### src/rtl/pong_pkg.sv
// pong_pkg: FSM state encoding, screen/paddle geometry and helpers shared by the Pong datapath blocks
package pong_pkg;

    typedef enum logic [1:0] {
        IDLE  = 2'd0,
        SERVE = 2'd1,
        PLAY  = 2'd2,
        POINT = 2'd3
    } state_t;

    localparam int COORD_W      = 10;
    localparam int H_ACTIVE     = 640;
    localparam int V_ACTIVE     = 480;
    localparam int BALL_R       = 2;
    localparam int SPEED        = 2;
    localparam int MAX_SPEED    = 6;
    localparam int TOP_Y        = 8;
    localparam int BOT_Y        = 471;
    localparam int LPAD_X       = 36;
    localparam int RPAD_X       = 603;
    localparam int PADDLE_H     = 48;
    localparam int SERVE_FRAMES = 60;
    localparam int POINT_FRAMES = 90;

    function automatic int iabs(input int v);
        return v < 0 ? -v : v;
    endfunction

endpackage

### src/rtl/ball_engine_if.sv
// ball_engine_if: video timing, paddle and ball/score signals between the Pong datapath and the ball engine
interface ball_engine_if #(
    parameter int COORD_W = 10
);

    logic [COORD_W-1:0] hcount, vcount, pad_l_y, pad_r_y, ball_x, ball_y;
    logic vsync, start, ball_px, score_l, score_r;
    logic [1:0] state;

    modport master (
        output hcount, vcount, vsync, start, pad_l_y, pad_r_y,
        input  ball_px, ball_x, ball_y, score_l, score_r, state
    );

    modport slave (
        input  hcount, vcount, vsync, start, pad_l_y, pad_r_y,
        output ball_px, ball_x, ball_y, score_l, score_r, state
    );

endinterface

### src/rtl/ball_engine_frame_tick.sv
// frame_tick: registers raw vsync and emits a one-clock pulse on its falling edge
module frame_tick (
    input  logic clk,
    input  logic reset,
    input  logic vsync,
    output logic tick
);

    logic vs_q;

    // previous vsync level; cleared on reset so no spurious tick follows reset
    always_ff @(posedge clk or negedge reset) begin
        if (!reset) vs_q <= 1'b0;
        else vs_q <= vsync;
    end

    assign tick = vs_q & ~vsync;

endmodule

### src/rtl/ball_engine.sv
// ball_engine: per-frame ball motion, wall/paddle reflection, scoring FSM and registered ball pixel; macro BALL_SPEEDUP_EN enables per-hit speed-up
module ball_engine #(
    parameter int COORD_W      = pong_pkg::COORD_W,
    parameter int H_ACTIVE     = pong_pkg::H_ACTIVE,
    parameter int V_ACTIVE     = pong_pkg::V_ACTIVE,
    parameter int BALL_R       = pong_pkg::BALL_R,
    parameter int SPEED        = pong_pkg::SPEED,
    parameter int MAX_SPEED    = pong_pkg::MAX_SPEED,
    parameter int TOP_Y        = pong_pkg::TOP_Y,
    parameter int BOT_Y        = pong_pkg::BOT_Y,
    parameter int LPAD_X       = pong_pkg::LPAD_X,
    parameter int RPAD_X       = pong_pkg::RPAD_X,
    parameter int PADDLE_H     = pong_pkg::PADDLE_H,
    parameter int SERVE_FRAMES = pong_pkg::SERVE_FRAMES,
    parameter int POINT_FRAMES = pong_pkg::POINT_FRAMES
) (
    input logic clk,
    input logic reset,
    ball_engine_if.slave bus
);

    import pong_pkg::*;

    localparam int NW    = COORD_W + 2;
    localparam int SW    = $clog2(MAX_SPEED + 2);
    localparam int CNT_W = $clog2((SERVE_FRAMES > POINT_FRAMES ? SERVE_FRAMES : POINT_FRAMES) + 1);
    localparam logic [COORD_W-1:0] CX = COORD_W'(H_ACTIVE / 2);
    localparam logic [COORD_W-1:0] CY = COORD_W'(V_ACTIVE / 2);

    state_t st, nst;
    logic tick, serve_done, point_done, hit_top, hit_bot, hit_l, hit_r, miss_l, miss_r;
    logic dx_neg, dy_neg, ball_px, score_l, score_r;
    logic [COORD_W-1:0] x, y;
    logic [CNT_W-1:0] cnt;
    logic [SW-1:0] spd;
    logic signed [NW-1:0] v, nx, ny;
    int x_n, y_n;

    frame_tick u_tick (
        .clk  (clk),
        .reset(reset),
        .vsync(bus.vsync),
        .tick (tick)
    );

    // candidate position one frame ahead plus every collision/miss it produces
    always_comb begin
        v          = $signed({{(NW-SW){1'b0}}, spd});
        nx         = dx_neg ? $signed({2'b00, x}) - v : $signed({2'b00, x}) + v;
        ny         = dy_neg ? $signed({2'b00, y}) - v : $signed({2'b00, y}) + v;
        hit_top    = int'(ny) - BALL_R < TOP_Y;
        hit_bot    = int'(ny) + BALL_R > BOT_Y;
        hit_l      = dx_neg && int'(nx) - BALL_R <= LPAD_X && int'(x) - BALL_R > LPAD_X && iabs(int'(ny) - int'(bus.pad_l_y)) <= PADDLE_H / 2 + BALL_R;
        hit_r      = !dx_neg && int'(nx) + BALL_R >= RPAD_X && int'(x) + BALL_R < RPAD_X && iabs(int'(ny) - int'(bus.pad_r_y)) <= PADDLE_H / 2 + BALL_R;
        miss_l     = !hit_l && int'(nx) - BALL_R <= 0;
        miss_r     = !hit_r && int'(nx) + BALL_R >= H_ACTIVE - 1;
        x_n        = hit_l ? LPAD_X + BALL_R + 1 : hit_r ? RPAD_X - BALL_R - 1 : int'(nx);
        y_n        = hit_top ? TOP_Y + BALL_R : hit_bot ? BOT_Y - BALL_R : int'(ny);
        serve_done = cnt == CNT_W'(SERVE_FRAMES - 1);
        point_done = cnt == CNT_W'(POINT_FRAMES - 1);
    end

    // FSM state register
    always_ff @(posedge clk or negedge reset) begin
        if (!reset) st <= IDLE;
        else st <= nst;
    end

    // FSM next state: start leaves IDLE, everything else advances on frame ticks
    always_comb begin
        nst = (st == IDLE && bus.start) ? SERVE :
              (st == SERVE && tick && serve_done) ? PLAY :
              (st == PLAY && tick && (miss_l || miss_r)) ? POINT :
              (st == POINT && tick && point_done) ? SERVE : st;
    end

    // FSM outputs and ball state seen by the rest of the datapath
    always_comb begin
        bus.state   = st;
        bus.ball_x  = x;
        bus.ball_y  = y;
        bus.ball_px = ball_px;
        bus.score_l = score_l;
        bus.score_r = score_r;
    end

    // ball position, direction, frame counter, score pulses and pixel hit
    always_ff @(posedge clk or negedge reset) begin
        if (!reset) begin
            x       <= CX;
            y       <= CY;
            dx_neg  <= 1'b0;
            dy_neg  <= 1'b0;
            cnt     <= '0;
            score_l <= 1'b0;
            score_r <= 1'b0;
            ball_px <= 1'b0;
        end else begin
            score_l <= 1'b0;
            score_r <= 1'b0;
            ball_px <= st != IDLE && iabs(int'(bus.hcount) - int'(x)) <= BALL_R && iabs(int'(bus.vcount) - int'(y)) <= BALL_R;
            if (st == IDLE) begin
                cnt <= '0;
                x   <= CX;
                y   <= CY;
            end else if (tick && st == PLAY) begin
                x       <= (miss_l || miss_r) ? x : COORD_W'(x_n);
                y       <= COORD_W'(y_n);
                dy_neg  <= hit_top ? 1'b0 : hit_bot ? 1'b1 : dy_neg;
                dx_neg  <= miss_l ? 1'b1 : miss_r ? 1'b0 : hit_l ? 1'b0 : hit_r ? 1'b1 : dx_neg;
                score_r <= miss_l;
                score_l <= miss_r;
                cnt     <= '0;
            end else if (tick) begin
                cnt <= (st == SERVE ? serve_done : point_done) ? '0 : cnt + 1'b1;
                if (st == POINT && point_done) begin
                    x <= CX;
                    y <= CY;
                end
            end
        end
    end

`ifdef BALL_SPEEDUP_EN
    // speed grows by one per paddle hit up to the cap, and returns to base on every serve
    always_ff @(posedge clk or negedge reset) begin
        if (!reset) spd <= SW'(SPEED);
        else if (st == IDLE || (tick && st == POINT && point_done)) spd <= SW'(SPEED);
        else if (tick && st == PLAY && (hit_l || hit_r)) spd <= (spd >= SW'(MAX_SPEED)) ? SW'(MAX_SPEED) : spd + 1'b1;
    end
`else
    assign spd = SW'(SPEED);
`endif

endmodule

### src/flat_wrapper.sv
// flat-port wrapper written by rule: the top's interface ports become plain ports
module ball_engine_flat import pong_pkg::*;
#(
    parameter int COORD_W      = pong_pkg::COORD_W,
    parameter int H_ACTIVE     = pong_pkg::H_ACTIVE,
    parameter int V_ACTIVE     = pong_pkg::V_ACTIVE,
    parameter int BALL_R       = pong_pkg::BALL_R,
    parameter int SPEED        = pong_pkg::SPEED,
    parameter int MAX_SPEED    = pong_pkg::MAX_SPEED,
    parameter int TOP_Y        = pong_pkg::TOP_Y,
    parameter int BOT_Y        = pong_pkg::BOT_Y,
    parameter int LPAD_X       = pong_pkg::LPAD_X,
    parameter int RPAD_X       = pong_pkg::RPAD_X,
    parameter int PADDLE_H     = pong_pkg::PADDLE_H,
    parameter int SERVE_FRAMES = pong_pkg::SERVE_FRAMES,
    parameter int POINT_FRAMES = pong_pkg::POINT_FRAMES
)
  (clk, reset, bus_hcount, bus_vcount, bus_vsync, bus_start, bus_pad_l_y, bus_pad_r_y, bus_ball_px, bus_ball_x, bus_ball_y, bus_score_l, bus_score_r, bus_state);
  ball_engine_if #(.COORD_W(COORD_W)) bus_i ();
  input logic clk;
  input logic reset;
  input wire logic [$bits(bus_i.hcount)-1:0] bus_hcount;
  input wire logic [$bits(bus_i.vcount)-1:0] bus_vcount;
  input wire logic [$bits(bus_i.vsync)-1:0] bus_vsync;
  input wire logic [$bits(bus_i.start)-1:0] bus_start;
  input wire logic [$bits(bus_i.pad_l_y)-1:0] bus_pad_l_y;
  input wire logic [$bits(bus_i.pad_r_y)-1:0] bus_pad_r_y;
  output wire logic [$bits(bus_i.ball_px)-1:0] bus_ball_px;
  output wire logic [$bits(bus_i.ball_x)-1:0] bus_ball_x;
  output wire logic [$bits(bus_i.ball_y)-1:0] bus_ball_y;
  output wire logic [$bits(bus_i.score_l)-1:0] bus_score_l;
  output wire logic [$bits(bus_i.score_r)-1:0] bus_score_r;
  output wire logic [$bits(bus_i.state)-1:0] bus_state;
  assign bus_i.hcount = bus_hcount;
  assign bus_i.vcount = bus_vcount;
  assign bus_i.vsync = bus_vsync;
  assign bus_i.start = bus_start;
  assign bus_i.pad_l_y = bus_pad_l_y;
  assign bus_i.pad_r_y = bus_pad_r_y;
  assign bus_ball_px = bus_i.ball_px;
  assign bus_ball_x = bus_i.ball_x;
  assign bus_ball_y = bus_i.ball_y;
  assign bus_score_l = bus_i.score_l;
  assign bus_score_r = bus_i.score_r;
  assign bus_state = bus_i.state;
  ball_engine #(.COORD_W(COORD_W), .H_ACTIVE(H_ACTIVE), .V_ACTIVE(V_ACTIVE), .BALL_R(BALL_R), .SPEED(SPEED), .MAX_SPEED(MAX_SPEED), .TOP_Y(TOP_Y), .BOT_Y(BOT_Y), .LPAD_X(LPAD_X), .RPAD_X(RPAD_X), .PADDLE_H(PADDLE_H), .SERVE_FRAMES(SERVE_FRAMES), .POINT_FRAMES(POINT_FRAMES)) u_core (.clk(clk), .reset(reset), .bus(bus_i));
endmodule
### config.mk
export PLATFORM = sky130hd
export DESIGN_NAME = ball_engine_flat
export DESIGN_NICKNAME = d
export VERILOG_FILES = /design/src/rtl/pong_pkg.sv /design/src/rtl/ball_engine_if.sv /design/src/rtl/ball_engine_frame_tick.sv /design/src/rtl/ball_engine.sv /design/src/flat_wrapper.sv
export SDC_FILE = /design/constraint.sdc
export NUM_CORES = 1
export LEC_CHECK = 0
export ABC_CLOCK_PERIOD_IN_PS = 4120
export CAP_MARGIN = 15
export CORE_MARGIN = 8
export CORE_UTILIZATION = 54
export DETAILED_ROUTE_END_ITERATION = 10
export PLACE_DENSITY_LB_ADDON = 0.05
export SETUP_SLACK_MARGIN = 0.2
export SLEW_MARGIN = 20
export SYNTH_ARGS = -nofsm -noshare
export SYNTH_HDL_FRONTEND = slang
export SYNTH_SLANG_ARGS = --single-unit
### constraint.sdc
create_clock -name clk -period 4.12 [get_ports clk]
set_input_delay 0.618 -clock clk [delete_from_list [all_inputs] [get_ports clk]]
set_output_delay 0.618 -clock clk [all_outputs]
set_load 0.02 [all_outputs]
* After elaboration in Yosys (flattened, before gate mapping)
Cells that the tools add are included.
Widths: inputs -> output; s select.
** Operators by class
- Add/sub/neg operators :: 19
- Magnitude comparators :: 16
- Equal/unequal tests :: 6
- Muxes and demuxes :: 38
- Bitwise logic cells :: 3
- Reduce and logical (&&, ||, !) cells :: 33
** Operators by type and width (count)
- $mux 10 :: 13
- $lt 32x1->1 const B :: 4
- $mux 32 :: 4
- $neg 32->32 :: 4
- $ge 32x11->1 const B :: 2
- $le 32x3->1 const B :: 2
- $le 32x6->1 const B :: 2
- $add 10x2->11 const B :: 3
- $sub 10x2->11 const B :: 3
- $gt 32x10->1 const B :: 1
- $gt 32x7->1 const B :: 1
- $le 32x1->1 const B :: 1
- $le 32x7->1 const B :: 1
- $lt 32x11->1 const B :: 1
- $lt 32x5->1 const B :: 1
- $mux 7 :: 4
- $add 12x3->13 const B :: 2
- $sub 12x11->13 :: 2
- $sub 12x3->13 const B :: 2
- $mux 12 :: 2
- $sub 10x10->11 :: 2
- $logic_and 1x1->1 :: 18
- $mux 1 :: 11
- $reduce_and 3->1 :: 3
- other kinds (16) :: 26
** Word-level totals
- Register bits :: 35
- Input port bits :: 44

* Longest topological paths before layout
Gate-level depths: netlist (run 1).
- Depth after elaboration :: 14
- Mapped depth :: 19
- Gate-level depth less buffers :: 18

* By module
From an unflattened synthesis (run 1), not the netlist that was laid out.
** Unflattened totals
- Cells, all modules :: 895
- Area, all modules :: 6590.1 um^2
** Modules (own cells, without submodules)
- ball_engine :: instances 1, cells an instance 893, area an instance 6551.3 um^2, seq. area each 858.3 um^2
- frame_tick :: instances 1, cells an instance 2, area an instance 38.8 um^2, seq. area each 25.0 um^2

* Least setup slack after synthesis (run 1)
OpenSTA, ideal clock, no wires.
- Kind :: flip-flop to flip-flop
- From :: register u_core.y[1] (netlist: u_core.bus.ball_y[1])
- To :: register u_core.x[7] (netlist: u_core.bus.ball_x[7])
- Library setup time :: 0.125 ns
- Arrival time :: 4.494 ns
- Required time :: 3.995 ns
- Slack :: -0.499 ns
- Cell stages (with the launch flop) :: 19
- Buffers on the path :: 2
- Cell sequence :: dfrtp_1 -> buf_2 -> and4b_1 -> a31oi_1 -> xnor2_1 -> inv_1 -> ha_1 -> buf_2 -> or3_1 -> o311ai_1 -> o21bai_1 -> o41ai_4 -> or2_4 -> a211oi_2 -> xor2_1 -> a2111oi_4 -> nand2_4 -> nor4b_1 -> mux2_4
** Between the ends
- Word-level cells in the longest chain between the ends :: 12
- Elaborated cells on any way between the ends :: 27
** Ends and longest elaborated chain
- start, declared :: line ball_engine.sv:33 : logic [COORD_W-1:0] x, y;
- start signal, assigned :: line ball_engine.sv:108 : y <= COORD_W'(y_n);
- $add 10x2->11 / $sub 10x2->11 (equally long branches) :: line ball_engine.sv:50 : ny = dy_neg ? $signed({2'b00, y}) - v : $signed({2'b00, y}) + v;
- $mux 12 (*) :: line ball_engine.sv:50
- $sub 12x11->13 (on tied branches) :: line ball_engine.sv:54, ball_engine.sv:53
- $neg 32->32 / $lt 32x1->1 (equally long branches) :: line pong_pkg.sv:26 : return v < 0 ? -v : v;
- $mux 32 :: line pong_pkg.sv:26
- $le 32x6->1 (on tied branches) :: line ball_engine.sv:54, ball_engine.sv:53
- $logic_and 1x1->1 (on tied branches) :: line ball_engine.sv:54, ball_engine.sv:53
- $mux 10 (tied with other cells) (2 in a row) :: line ball_engine.sv:57 : x_n = hit_l ? LPAD_X + BALL_R + 1 : hit_r ? RPAD_X - BALL_R - 1 : int'(nx);
- $mux 10 / $logic_or 1x1->1 (equally long branches) :: line ball_engine.sv:107 : x <= (miss_l || miss_r) ? x : COORD_W'(x_n);
- $mux 10 / $ne 3x2->1 (equally long branches)
- $mux 10 / $reduce_and 3->1 (equally long branches)
- end signal, assigned :: line ball_engine.sv:107
- end, declared :: line ball_engine.sv:33
Mark *: on every way between the ends. The rest lies on a longest branch, timed or not. The select of a mux whose other input is x is not followed.
A chain may end at the register's enable or synchronous reset.

* Final worst setup path (run 1)
Same ends and word-level chain as after synthesis.

==> flow_summary.toml, run 1 <==
[worst_setup_path]
r2r_start = "u_core.bus.ball_y[1]"
reg2reg_depth = 19
crit_fanout = 7
rrSetupSlack_ns = -0.30
crit_start = "u_core.bus.ball_y[1]"
worstSetupPathType = "register to register"
cp-start-kind = "register"
critPathArrivalTime_ns = 4.59
crit_path_end_kind = "register"
crit_required_ns = 4.29

[drt]
drtAntennaViolNets = 0
drtIter0Drc = 822
vias = 8712
routedWlPerCell_um = 20.1
routed_via_density = 6.49
wirelength_um = 27000
drcViolationCount = 0
dr.pass1.iters = 7

[synthesis]
yosysWarnings = 0
synth_flop_cell = "dfrtp_1"
synth_area_leaders = "dfrtp_1 (10%), ha_1 (9.3%), xnor2_1 (4.9%)"
async_flop_share_pct = 100
synth_area_leader_cell = "dfrtp_1"
synth_area_um2 = 6970
syn_area_per_cell_um2 = 7.55
synth-edff-count = 0
synth_cells = 923
syn_nets = 1023
synth.distinct_cells = 117
yosysSeqAreaShare_pct = 12.7
ys_ff_latch = 35
yosysTopAreaCellShare_pct = 10.4

[layout]
finish.utilization_pct = 80.9
area_delta_synth_final_pct = 46.4
final_nets = 1269
diodes = 0
final_common_cell = "buf_4"
n_fill_cell = 825
layout_common_cells = "buf_4 (193), nand2_1 (69), clkdlybuf4s50_1 (68), inv_1 (64), nor2_1 (63)"
final_area_um2 = 10200
drive_gt1_share_pct = 32.6
final_cells = 1342

[floorplanning]
core_area_um2 = 12600
initial_core_util_pct = 55.2
die-area_um2 = 16800
die_y_um = 130
io_pins = 69
fp-row-count = 41
die_w_um = 130

[grt]
use_met1_pct = 36.8
grt_use_met3_pct = 4.03
antenna_found_initial = 0
gr-usage-met2_pct = 53.0
grt_max_degree = 36
grt_overflow = 0
grt_pass1_vias = 8709
track_usage_pct = 30.7
grt_busiest_layer = "met2"
grt_pass1_wl_um = 42200

[clocking]
cts_buffer_depth = 2
cts_sinks = 35
clk_latency_ns = 0.29
htree_levels = 2
cts_tree = "yes"
clock-root-buffer = "clkbuf_16"
cts_hold_buf = 0
clk_transition_reported_paths_ns = 0.06
cts_made_buffers = 5

[timing]
period_minus_slack_ns = 4.42
rsz0062_at_grt = "true"
timing_hold_violations_final = 0
slew_headroom_pct = 33.2
skew_ns = 0.00314
clock.fmax_mhz = 226
report.final.slew_viol_count = 0
finalCritPeriodShare_pct = 107
setup_ws_ns = -0.299
worst-slew-pin-transition_ns = 0.992
setup_viol = 13

[hold_path]
hp-class = "register to register"
min_path_cells = 1
hp-start = "u_core.cnt[4]"

[power_and_ir_drop]
ir_worst_vdd_mv = 0.203
p_leak_uw = 0.00430
cellPowerDensity_nw_per_um2 = 163

[place]
port_buffers = 68
dp_hpwl_um = 18900
dp.cells = 1290
routabilityCongestion = 0.961
place_area_um2 = 8970

[outcome]
violations = "setup timing"
status = "finished, violations left"

[flow_run]
cap_viol_max_count = 0
-- layout make-up --
cell class	count	area, um2	area share, %
Clock inverter	2	60.1	0.588
Timing Repair Buffer	276	2320	22.7
Clock buffer	6	129	1.26
Tap cell	172	215	2.11
Sequential cell	35	887	8.69
Multi-Input combinational cell	783	6340	62.1
Inverter	68	260	2.55
-- synthesized netlist by cell type, types with 8 or more instances --
cell type	number
dfrtp_1	29
nor4_1	14
o21a_1	9
nor3_1	29
or2_2	8
a21oi_1	60
a31oi_1	16
buf_2	13
mux2i_1	8
a21o_1	20
o21ai_0	66
inv_1	68
xor2_1	18
ha_1	52
a211oi_1	8
and2_1	12
nor2_1	67
nand2_1	70
xnor2_1	39
nand3_1	34
and3_1	8
o22ai_1	8
nand4_1	12
o31ai_1	8
or3_1	19
o21ai_1	9
clkbuf_1	16
nor2b_1	13
-- what timing repair did --
item,CTS,global route
cloned,2,0
resized for setup,85,50
setup buffers,30,12
pin swaps,40,39
endpoints found under the setup margin,15,15
-- per-layer routing --
metal	part of all wire (%)	vias to the layer above
met5	0	-
met4	5.0	0
met3	7.4	144
met2	49	514
met1	39	4104
li1	-	3950
-- kinds of logic (layout without fill, tap and decap cells) --
kind of cell | count (synthesis) | count (layout) | synth area share [%]
xor+xnor | 60 | 60 | 8.04
flops | 35 | 35 | 12.7
compound gates | 298 | 298 | 30.9
mux | 17 | 17 | 3.03
buf+inv | 105 | 352 | 6.48
fa+ha+maj | 56 | 56 | 10.5
simple gates | 352 | 352 | 28.4
-- sequential cells by signal (all words and copies together) (netlist names) --
signal and flops:
u_core.bus.ball_px 1, u_core.bus.score_l 1, u_core.bus.ball_x 10, u_core.bus.state 2, u_core.bus.ball_y 10, u_core.u_tick.vs_q 1
u_core.dy_neg 1, u_core.cnt 7, u_core.bus.score_r 1, u_core.dx_neg 1
-- power by group --
| group | switching (uW) | internal (uW) | leakage, uW |
|---|---|---|---|
| Combinational | 409 | 377 | 0.00375 |
| Sequential | 20.8 | 353 | 0.000459 |
| Clock | 154 | 347 | 0.0000911 |
-- critical path: stages, from the launching register on --
cell       delay (ns)
dfrtp_2          0.46
ha_4             0.18
and4b_1          0.20
a31oi_1          0.18
xnor2_1          0.20
inv_2            0.14
ha_4             0.30
buf_4            0.10
nand2_1          0.04
a211o_1          0.33
buf_6            0.14
a31oi_4          0.22
o21ai_1          0.10
o21a_2           0.15
a211oi_4         0.34
xor2_2           0.16
a2111oi_4        0.46
nand2_4          0.15
nor4b_4          0.16
mux2_4           0.28
-- final timing paths --
check	end
min in group asynchronous	u_core.cnt[1]
max in group asynchronous	u_core.bus.ball_y[2]
setup reg to reg	u_core.bus.ball_x[7]
setup / recovery	u_core.bus.ball_x[7]
hold / removal	u_core.cnt[4]
hold reg to reg	u_core.cnt[4]
-- stage by stage --
step / hold WS [ns] / setup TNS, ns / power, uW / worst slack, ns
floorplan: 0.322 / -1.75 / 759 / -0.261
global placement: 0.488 / -1.40 / 994 / -0.238
detailed placement: 0.503 / -3.02 / 1020 / -0.324
CTS: 0.520 / -1.47 / 1580 / -0.166
global route: 0.560 / -5.77 / 1730 / -0.480
finish: 0.526 / -3.04 / 1660 / -0.299
Power figures use the tool's default switching activity.
==> run 2, diff against run 1 <==
--- a/config.mk
+++ b/config.mk
@@ -12,6 +12,7 @@
 export DETAILED_ROUTE_END_ITERATION = 10
 export PLACE_DENSITY_LB_ADDON = 0.05
 export SETUP_SLACK_MARGIN = 0.2
+export SKIP_CTS_REPAIR_TIMING = 1
 export SLEW_MARGIN = 20
 export SYNTH_ARGS = -nofsm -noshare
 export SYNTH_HDL_FRONTEND = slang
==> flow_summary.toml, run 2 (synthesized netlist as in run 1, its figures left out) <==
[timing]
slew_headroom_pct = 34.3
skew_ns = 0.00235
whs_ns = 0.529
period_minus_slack_ns = 4.38
setup_viol = 13
report.final.slew_viol_count = 0
finalCritPeriodShare_pct = 106
rsz0062_at_grt = "true"
setup_ws_ns = -0.257
worst-slew-pin-transition_ns = 0.975
clock.fmax_mhz = 228
timing_hold_violations_final = 0

[drt]
wl_met1_um = 10300
wirelength_um = 24800
dr.pass1.iters = 10
drcViolationCount = 0
wl_met2_um = 12000
routedWlPerCell_um = 18.9
vias = 8357
drtIter0Drc = 792
maxUsedRoutingLayer = "met4"
routed_via_density = 6.37
drtAntennaViolNets = 0
routed-wl-met3_um = 1640

[grt]
grt_overflow = 0
track_usage_pct = 27.7
grt_pass1_wl_um = 38400
antenna_found_initial = 0
grt_max_degree = 36
grt_pass1_vias = 8081

[clocking]
clk_transition_reported_paths_ns = 0.06
clk_latency_ns = 0.29
htree_levels = 2
cts_sinks = 35
cts_made_buffers = 5
cts_tree = "yes"
cts_buffer_depth = 2
clock-root-buffer = "clkbuf_16"

[place]
routabilityCongestion = 0.961
place_area_um2 = 8970
port_buffers = 68
dp_hpwl_um = 18900

[worst_setup_path]
slowest_delay_ns = 0.47
crit_required_ns = 4.29
cp-start-kind = "register"
critPathArrivalTime_ns = 4.55
crit_fanout = 8
slowest_stage = "dfrtp_2"
crit_path_end_kind = "register"
crit_chain = "ha_4 -> and4b_1 -> a31oi_1 -> xnor2_1 -> inv_2 -> ha_4 -> nand2_1 -> a211o_1 -> a311oi_2 -> nand2_1 -> or3_1 -> o32a_1 -> a21boi_4 -> and3b_1 -> nand4_1 -> nand2_4 -> mux2_4"
worstSetupPathType = "register to register"

[power_and_ir_drop]
power_uw = 1610
cellPowerDensity_nw_per_um2 = 164
p_leak_uw = 0.00408
ir_worst_vdd_mv = 0.201

[floorplanning]
initial_core_util_pct = 55.2
io_pins = 69
die_w_um = 130
fp-row-count = 41
die_y_um = 130
die-area_um2 = 16800
core_area_um2 = 12600

[layout]
final_common_cell = "buf_4"
drive_gt1_share_pct = 29.6
layout_common_cells = "buf_4 (169), nand2_1 (69), clkdlybuf4s50_1 (68), nor2_1 (65), inv_1 (64)"
area_delta_synth_final_pct = 40.5
final_area_um2 = 9790
diodes = 0
final_nets = 1239

[outcome]
status = "finished, violations left"
violations = "setup timing"

[hold_path]
hp-class = "register to register"

[flow_run]
cap_viol_max_count = 0
run 2: critical path, delay by kind of cell (launching register included):
family	cells	cell delay, ns
compound gates	5	1.35
xor+xnor	1	0.18
fa+ha+maj	2	0.48
buf+inv	1	0.12
flops	1	0.47
mux	1	0.31
simple gates	7	1.34
run 2: through the flow:
step                setup slack (ns)  util, %  cells  setup TNS, ns
finish                        -0.257     77.6   1312          -2.47
global route                  -0.410     77.6   1312          -4.54
CTS                           -0.285     72.6   1298          -3.21
detailed placement            -0.324     71.1   1290          -3.02
global placement              -0.238     71.1   1290          -1.40
floorplan                     -0.261        -    923          -1.75
run 2: power by group:
group	internal [uW]	switching (uW)
sequential	353	20.6
combinational	350	387
clock	347	150
run 2: path summary, 6_finish.rpt:
check / slack [ns] / from / to / cells after the start
max: -0.26 / u_core.bus.ball_y[1] / u_core.bus.ball_x[3] / 17
min: 0.53 / u_core.cnt[4] / u_core.cnt[4] / 1
max reg2reg: -0.26 / u_core.bus.ball_y[1] / u_core.bus.ball_x[3] / 17
min reg2reg: 0.53 / u_core.cnt[4] / u_core.cnt[4] / 1
max in group asynchronous: 3.01 / reset / u_core.bus.ball_y[2] / 2
min in group asynchronous: 0.74 / reset / u_core.cnt[1] / 2
run 2: area by class of cell:
| class | count | area, um2 |
|---|---|---|
| Tap cell | 172 | 215 |
| Clock inverter | 2 | 60.1 |
| Clock buffer | 6 | 129 |
| Multi-Input combinational cell | 783 | 6190 |
| Timing Repair Buffer | 246 | 2050 |
| Fill cell | 911 | 2830 |
| Sequential cell | 35 | 887 |
| Inverter | 68 | 258 |
run 2: metal layers:
layer | GRT usage, % | vias up
met5 | 0 | -
met4 | 11.0 | 0
met3 | 3.82 | 81
met2 | 48.0 | 380
met1 | 33.9 | 3998
li1 | - | 3898
==> run 3, diff against run 2 <==
--- a/config.mk
+++ b/config.mk
@@ -7,6 +7,7 @@
 export LEC_CHECK = 0
 export ABC_CLOCK_PERIOD_IN_PS = 4120
 export CAP_MARGIN = 15
+export CORE_ASPECT_RATIO = 1.1
 export CORE_MARGIN = 8
 export CORE_UTILIZATION = 54
 export DETAILED_ROUTE_END_ITERATION = 10
==> flow_summary.toml, run 3 (synthesized netlist as in run 1, its figures left out) <==
[timing]
worst-slew-pin-transition_ns = 1.08
finalCritPeriodShare_pct = 105
setup_viol = 13
skew_ns = 0.00582
rsz0062_at_grt = "true"
period_minus_slack_ns = 4.32
setup_ws_ns = -0.195
report.final.slew_viol_count = 0
timing_hold_violations_final = 0
slew_headroom_pct = 27.1
clock.fmax_mhz = 232

[grt]
antenna_found_initial = 0
grt_pass1_wl_um = 37200
grt_overflow = 0
track_usage_pct = 25.8
grt_max_degree = 36
grt_pass1_vias = 7985

[drt]
routed-wl-met3_um = 1420
maxUsedRoutingLayer = "met4"
routed_via_density = 6.32
drtIter0Drc = 746
routedWlPerCell_um = 18.4
wl_met2_um = 11700
vias = 8161
wirelength_um = 23800
drcViolationCount = 0
wl_met1_um = 9580
drtAntennaViolNets = 0
dr.pass1.iters = 7

[floorplanning]
initial_core_util_pct = 55.4
io_pins = 69
fp-row-count = 43
die-area_um2 = 16800
core_area_um2 = 12600
die_w_um = 124
die_y_um = 135

[worst_setup_path]
critPathArrivalTime_ns = 4.47
crit_path_frequent_cell = "nand2_1"
cp-start-kind = "register"
crit_fanout = 6
path_depth = 18
worstSetupPathType = "register to register"
crit_path_end_kind = "register"
crit_required_ns = 4.28
crit_chain = "buf_4 -> inv_4 -> ha_4 -> nand2_1 -> o41ai_2 -> xnor2_1 -> ha_1 -> nor2b_1 -> and2_1 -> a311oi_4 -> nand2_1 -> or3_1 -> o32a_1 -> a21boi_4 -> and3b_1 -> nand4_1 -> nand2_4 -> mux2_1"
crit_start = "u_core.bus.ball_y[1]"
cpLargestDelayFamily = "simple AND/OR/NAND/NOR gates"
slowest_delay_ns = 0.45
reg2reg_depth = 18
cp_num_buf_inv = 2
r2r_start = "u_core.bus.ball_y[1]"
slowest_stage = "dfrtp_2"

[layout]
n_fill_cell = 919
layout_common_cells = "buf_4 (165), nand2_1 (70), clkdlybuf4s50_1 (68), nor2_1 (66), inv_1 (64)"
area_delta_synth_final_pct = 38.9
final_common_cell = "buf_4"
finish.utilization_pct = 76.9
diodes = 0
final_nets = 1233
drive_gt1_share_pct = 28.8

[hold_path]
hp-start = "u_core.cnt[4]"
min_path_cells = 1
hp-class = "register to register"

[power_and_ir_drop]
power_uw = 1510
p_leak_uw = 0.00404
ir_worst_vdd_mv = 0.197
cellPowerDensity_nw_per_um2 = 156

[clocking]
clock-root-buffer = "clkbuf_16"
cts_made_buffers = 5
cts_tree = "yes"
clk_transition_reported_paths_ns = 0.06
cts_buffer_depth = 2
clk_latency_ns = 0.28
htree_levels = 2
cts_sinks = 35

[place]
routabilityCongestion = 0.996
port_buffers = 68
dp_hpwl_um = 18500

[flow_run]
cap_viol_max_count = 0

[outcome]
status = "finished, violations left"
violations = "setup timing"
-- run 3: cell types whose count changed in the layout (fill, tap and decap cells not counted), sizes merged --
cell and delta:
buf -7, bufinv -1, clkinv +2
-- run 3: path summary, 6_finish.rpt --
check                      slack, ns                    to
setup reg to reg               -0.20  u_core.bus.ball_x[3]
hold / removal                  0.53         u_core.cnt[4]
hold reg to reg                 0.53         u_core.cnt[4]
min in group asynchronous       0.76    u_core.bus.ball_px
max in group asynchronous       3.00  u_core.bus.ball_y[1]
setup / recovery               -0.20  u_core.bus.ball_x[3]
-- run 3: area by class of cell --
cell class | count | area [um2] | area share, %
well taps | 157 | 196 | 2.03
repair buffers | 240 | 2020 | 20.9
multi-input cells | 783 | 6150 | 63.5
inverters | 68 | 258 | 2.66
clock inverters | 3 | 43.8 | 0.452
clock buffers | 5 | 125 | 1.29
flip-flops and latches | 35 | 888 | 9.17
-- run 3: report_power, final --
group          leakage (uW)  switching [uW]  total, uW  internal, uW
logic               0.00350             366        703           337
clock network     0.0000838             151        437           285
registers          0.000457            20.4        373           353
-- run 3: per-stage QoR --
stage / setup slack [ns] / TNS, ns / instances / hold WS [ns] / cell area (um2)
3_3_place_gp: -0.198 / -1.73 / 1267 / 0.490 / 8890
5_1_grt: -0.323 / -3.79 / 1291 / 0.548 / 9680
4_1_cts: -0.325 / -3.24 / 1275 / 0.527 / 9060
2_1_floorplan: -0.261 / -1.75 / 923 / 0.322 / 7030
6_report: -0.195 / -1.83 / 1291 / 0.529 / 9680
3_5_place_dp: -0.382 / -3.24 / 1267 / 0.511 / 8890
-- run 3: metal layers --
metal  up-vias  track usage (%)
met4         0             12.5
li1       3880                -
met5         -                0
met1      3830             30.1
met3        75             3.45
met2       376             45.8
